File: src/rtl/irq_ctrl.sv
// rtl/irq_ctrl.sv - vectored interrupt controller with edge-detected, maskable pending sources
//
// Purpose:
//    Latches rising edges on NSRC request lines as pending bits. Applies a
//    CPU-written mask and picks the lowest-index enabled source. Presents that
//    source to the CPU through an irq/ack/eoi handshake, holding the vector
//    stable for the whole transaction.
//
// Optional feature:
//    IRQ_OVERRUN_EN - when defined, o_ovr[i] sticky-flags an edge on a source
//    whose pending bit is already set. Any mask write clears o_ovr. When the
//    macro is undefined, o_ovr is tied to zero.
//
// Ports:
//    clk       - clock
//    reset     - synchronous, active-high reset
//    i_src     - [NSRC] request lines; a rising edge is one event
//    i_we      - mask write strobe
//    i_wdata   - [NSRC] new mask value (1 = enabled)
//    i_ack     - CPU accepts the presented interrupt
//    i_eoi     - CPU end-of-interrupt
//    o_irq     - interrupt request to the CPU
//    o_vector  - [VEC_W] index of the presented or serviced source
//    o_busy    - handler in progress
//    o_pending - [NSRC] latched pending bits, before masking
//    o_mask    - [NSRC] current mask register
//    o_ovr     - [NSRC] overrun flags
module irq_ctrl #(
   parameter int NSRC  = 4,
   parameter int VEC_W = 2
) (
   input  logic             clk,
   input  logic             reset,
   input  logic [NSRC-1:0]  i_src,
   input  logic             i_we,
   input  logic [NSRC-1:0]  i_wdata,
   input  logic             i_ack,
   input  logic             i_eoi,
   output logic             o_irq,
   output logic [VEC_W-1:0] o_vector,
   output logic             o_busy,
   output logic [NSRC-1:0]  o_pending,
   output logic [NSRC-1:0]  o_mask,
   output logic [NSRC-1:0]  o_ovr
);

   typedef enum logic [1:0] {
      IDLE = 2'd0,
      REQ  = 2'd1,
      SERV = 2'd2
   } state_t;

   state_t            r_state;
   state_t            w_state_nxt;
   logic [NSRC-1:0]   r_src_d;
   logic [NSRC-1:0]   r_pending;
   logic [NSRC-1:0]   r_mask;
   logic [VEC_W-1:0]  r_vector;

   logic [NSRC-1:0]   w_edge;
   logic [NSRC-1:0]   w_eligible;
   logic [NSRC-1:0]   w_mask_nxt;
   logic [NSRC-1:0]   w_clr;
   logic [VEC_W-1:0]  w_prio;
   logic              w_ack_fire;
   logic              w_load_vec;

   assign w_edge     = i_src & ~r_src_d;
   assign w_eligible = r_pending & r_mask;
   // Mask as it will be after this edge; lets a same-cycle write withdraw a request.
   assign w_mask_nxt = i_we ? i_wdata : r_mask;
   assign w_ack_fire = (r_state == REQ) && i_ack;

   // Lowest index wins: scan downwards so the last hit is the smallest index.
   always_comb begin
      w_prio = '0;
      for (int i = NSRC - 1; i >= 0; i--) begin
         if (w_eligible[i]) begin
            w_prio = VEC_W'(i);
         end
      end
   end

   always_comb begin
      w_clr = '0;
      if (w_ack_fire) begin
         w_clr[r_vector] = 1'b1;
      end
   end

   // State register
   always_ff @(posedge clk) begin
      if (reset) begin
         r_state <= IDLE;
      end else begin
         r_state <= w_state_nxt;
      end
   end

   // Next-state and state-decoded outputs
   always_comb begin
      w_state_nxt = r_state;
      w_load_vec  = 1'b0;
      o_irq       = 1'b0;
      o_busy      = 1'b0;
      case (r_state)
         IDLE: begin
            if (w_eligible != '0) begin
               w_load_vec  = 1'b1;
               w_state_nxt = REQ;
            end
         end
         REQ: begin
            o_irq = 1'b1;
            // ack beats a same-cycle mask write that would withdraw the request
            if (i_ack) begin
               w_state_nxt = SERV;
            end else if (!w_mask_nxt[r_vector]) begin
               w_state_nxt = IDLE;
            end
         end
         SERV: begin
            o_busy = 1'b1;
            if (i_eoi) begin
               w_state_nxt = IDLE;
            end
         end
         default: begin
            w_state_nxt = IDLE;
         end
      endcase
   end

   // Datapath registers
   always_ff @(posedge clk) begin
      // src_d tracks src even in reset so a line high across reset release is not an event
      r_src_d <= i_src;
      if (reset) begin
         r_pending <= '0;
         r_mask    <= '0;
         r_vector  <= '0;
      end else begin
         // A new edge wins over an ack clear on the same bit
         r_pending <= (r_pending & ~w_clr) | w_edge;
         r_mask    <= w_mask_nxt;
         if (w_load_vec) begin
            r_vector <= w_prio;
         end
      end
   end

`ifdef IRQ_OVERRUN_EN
   logic [NSRC-1:0] r_ovr;
   logic [NSRC-1:0] w_ovr_set;

   // Overrun only when the earlier event is still outstanding after this edge's ack
   assign w_ovr_set = w_edge & r_pending & ~w_clr;

   always_ff @(posedge clk) begin
      if (reset) begin
         r_ovr <= '0;
      end else begin
         r_ovr <= (i_we ? '0 : r_ovr) | w_ovr_set;
      end
   end

   assign o_ovr = r_ovr;
`else
   assign o_ovr = '0;
`endif

   assign o_vector  = r_vector;
   assign o_pending = r_pending;
   assign o_mask    = r_mask;

endmodule

File: config.mk
export PLATFORM = sky130hd
export DESIGN_NAME = irq_ctrl
export DESIGN_NICKNAME = d
export VERILOG_FILES = /design/src/rtl/irq_ctrl.sv
export SDC_FILE = /design/constraint.sdc
export NUM_CORES = 1
export LEC_CHECK = 0
export ABC_AREA = 1
export ABC_CLOCK_PERIOD_IN_PS = 1500
export CORE_UTILIZATION = 41
export DETAILED_ROUTE_END_ITERATION = 8
export DONT_BUFFER_PORTS = 1
export GPL_TIMING_DRIVEN = 1
export PLACE_DENSITY = 0.67
export SYNTH_ARGS = -nofsm -noshare
export SYNTH_HDL_FRONTEND = slang
export SYNTH_SLANG_ARGS = --single-unit
File: constraint.sdc
create_clock -name clk -period 1.5 [get_ports clk]
set_clock_uncertainty 0.2 [all_clocks]
set_input_delay 0.3 -clock clk [delete_from_list [all_inputs] [get_ports clk]]
set_output_delay 0.3 -clock clk [all_outputs]
set_load 0.05 [all_outputs]
==> flow_summary_export.csv, run 1 <==
group,metric,value,unit
cells_and_area,multiInputGateArea,313,sq um
setup_path,critPathLaunch,"r_state[0]",
power_and_ir_drop,power_frac_seq,48.8,%
hold_path,min_path_cells,3,
drt,drt_iter0_markers,19,
cts,root_buffer,"clkbuf_4",
setup_path,start_kind,"register",
global_routing,grt_usage,19.1,%
power_and_ir_drop,p_comb_share,21.5,%
cells_and_area,area_growth,38.6,%
global_routing,globalRouteMet2Util,32.7,%
cells_and_area,layout_common_cells,"nand2_1 (32), dfxtp_1 (12), buf_4 (11), inv_1 (10)",
power_and_ir_drop,ir_drop,0.000548,V
cts,clk_latency,0.29,ns
drt,ant_nets,0,
setup_path,path_class,"reg2out",
global_routing,grt_pass1_wl,2600,um
drt,wirelength,1620,um
yosys,yosysTopAreaCellShare,45.7,%
setup_path,cp_slowest_cell,"dfxtp_4",
power_and_ir_drop,p_sw,294,uW
power_and_ir_drop,switching_share,30.8,%
setup_path,crit_arrival,0.97,ns
die,dieArea,1880,sq um
setup_path,r2r_setup_slack,0.20,ns
global_routing,grt_pass1_vias,671,
drt,num_vias,683,
cts,numCtsBuffers,3,
setup_path,cp.required,1.00,ns
setup_path,worstSetupEndpointType,"output port",
sta,slew_viol_final,0,
hold_path,hold_path_end,"r_state[0]",
sta,min_period_over_period,98.2,%
status,status,"finished, violations left",
sta,setup-violations-final,0,
die,die_h,43.3,um
power_and_ir_drop,power_leakage,0.000481,uW
yosys,synthCells,98,
yosys,ys.flop_type,"dfxtp_1",
die,core_area,1560,sq um
yosys,synth_seq_area_share,45.7,%
cells_and_area,fillCellCount,158,
power_and_ir_drop,p_int,660,uW
yosys,synth-edff-count,0,
cts,cts_max_level,1,
yosys,yosysTopAreaCell,"dfxtp_1",
yosys,synth_area,701,sq um
setup_path,max_stage_delay,0.39,ns
sta,finalWorstSetupSlack,0.0274,ns
setup_path,path_cells,"inv_4 > nor2_4 > buf_6",
drt,via_per_inst,4.91,
global_routing,antenna_found_initial,0,
yosys,ys_ff_latch,16,
global_routing,grt-busiest-layer,"met2",
hold_path,hold_start,"i_ack",
run,timing.max_cap.violations,0,
drt,detail_route.wl_per_cell,11.7,um
cells_and_area,drive_gt1_share,26.0,%
global_routing,grt_overflow,0,
sta,timing.fmax,679,MHz
setup_path,reg2reg_to,"o_vector[0]",
global_routing,grtUsageMet1,22.5,%
place,dp_hpwl,1080,um
setup_path,r2r-start,"r_state[1]",
power_and_ir_drop,power_frac_clock,29.7,%
cts,tritoncts,"built",
die,io_pins,29,
drt,firstDrtPassIters,8,
cells_and_area,ff_latch_area,330,sq um
cts,path_clk_slew,0.09,ns
die,die_x,43.3,um
global_routing,met3_usage,2.92,%
die,rows,14,
place,portBuffers,0,
hold_path,hold_class,"in2reg",
cts,cts_buffer_depth,2,
cts,cts.sinks,16,
yosys,yosys_warnings,0,
place,place_congestion,0.764,
setup_path,critPathBufInv,2,
setup_path,path_delay_family,"flip-flops",
yosys,synthTopCellsByArea,"dfxtp_1 (46%), nand2_1 (17%), a21oi_1 (6.4%)",
yosys,syn_area_per_cell,7.15,sq um
sta,finalSetupTns,0,ns
yosys,synth.distinct_cells,18,
drt,drc,4,
sta,finalHoldViolCount,0,
yosys,async_reset_ff_share,0,%
setup_path,reg2reg_depth,7,
sta,min_period,1.47,ns
global_routing,grt_max_degree,13,
power_and_ir_drop,cellPowerDensity,983,nW/um^2
cells_and_area,final_common_cell,"nand2_1",
place,place_worst_setup_slack,0.230,ns
cells_and_area,nNetsFinal,137,
setup_path,cp_max_fo,3,
die,start_util,44.9,%
status,violations,"design-rule violations",
cells_and_area,insertedDiodeCount,0,
==> power groups by stage <==
stage | Clock (uW) | Combinational, uW | Sequential [uW]
after detailed placement | 0 | 172 | 475
after floorplan | 0 | 91.2 | 526
final | 284 | 205 | 465
after global placement | 0 | 170 | 475
after global routing | 312 | 219 | 470
after CTS | 289 | 204 | 465
==> repair_timing <==
item | in CTS | in global routing
buffers inserted | 1 | 0
endpoints found under the setup margin | 3 | 4
gates resized for setup | 7 | 4
pin swaps | 1 | 1
hold buffers | 10 | 0
endpoints found under the hold margin | 16 | 0
==> tightest hold or removal path, cell delays in order <==
cell and delay (ns):
nor3_1 0.03, o21ai_1 0.07, a21oi_1 0.06
==> per-stage QoR <==
| stage | total power [uW] | std cells | area (sq um) | utilization [%] | hold slack [ns] |
|---|---|---|---|---|---|
| 2_1_floorplan | 617 | 101 | 714 | - | 0.128 |
| 3_3_place_gp | 644 | 124 | 803 | 51.5 | 0.128 |
| 3_5_place_dp | 647 | 124 | 803 | 51.5 | 0.128 |
| 4_1_cts | 958 | 139 | 962 | 61.7 | 0.0151 |
| 5_1_grt | 1000 | 139 | 971 | 62.3 | 0.0225 |
| 6_report | 954 | 139 | 971 | 62.3 | 0.0161 |
==> kinds of logic after synthesis <==
group	share of synthesized area, %
compound gates	13.6
buf+inv	12.3
flops	45.7
other cells	0.535
simple gates	27.9
==> sequential cells by signal, summed over array words and instances (netlist names) <==
register and cells:
o_mask 4, o_pending 4, o_vector 2, r_src_d 4, r_state 2
==> layout make-up <==
class	count	area share, %
repair buffers	23	22.3
clock buffers	4	3.74
inverters	14	5.67
well taps	16	2.06
multi-input cells	66	32.2
flip-flops and latches	16	34.0
==> how the worst max path moves through the flow <==
stage | slack [ns] | depth (start not counted) | end
2_1_floorplan | 0.02 | 3 | o_pending[2]
3_3_place_gp | 0.25 | 3 | o_busy
3_5_place_dp | 0.23 | 3 | o_busy
4_1_cts | 0.0006 | 3 | o_irq
5_1_grt | -0.02 | 3 | o_busy
6_report | 0.03 | 3 | o_irq
==> Yosys cell counts (2+ instances only) <==
master and count:
a21oi_1 9, buf_4 4, dfxtp_1 16, inv_1 11, inv_2 3, nand2_1 32, nand2_2 3, nand3_1 3
nor2_1 5, o21ai_1 2, o31ai_1 3
==> per-layer routing <==
metal | vias up | share of wire (%)
met1 | 304 | 41
li1 | 350 | -
met4 | 0 | 1.6
met2 | 25 | 52
met5 | - | 0
met3 | 4 | 6.1
No activity file was read; power rests on OpenSTA's default activity.
==> run 2, diff against run 1 <==
--- a/config.mk
+++ b/config.mk
@@ -12,6 +12,7 @@
 export DONT_BUFFER_PORTS = 1
 export GPL_TIMING_DRIVEN = 1
 export PLACE_DENSITY = 0.67
+export SLEW_MARGIN = 40
 export SYNTH_ARGS = -nofsm -noshare
 export SYNTH_HDL_FRONTEND = slang
 export SYNTH_SLANG_ARGS = --single-unit
==> results of run 2 <==
Same layout as run 1: the final DEF is identical, and so are final timing and power.
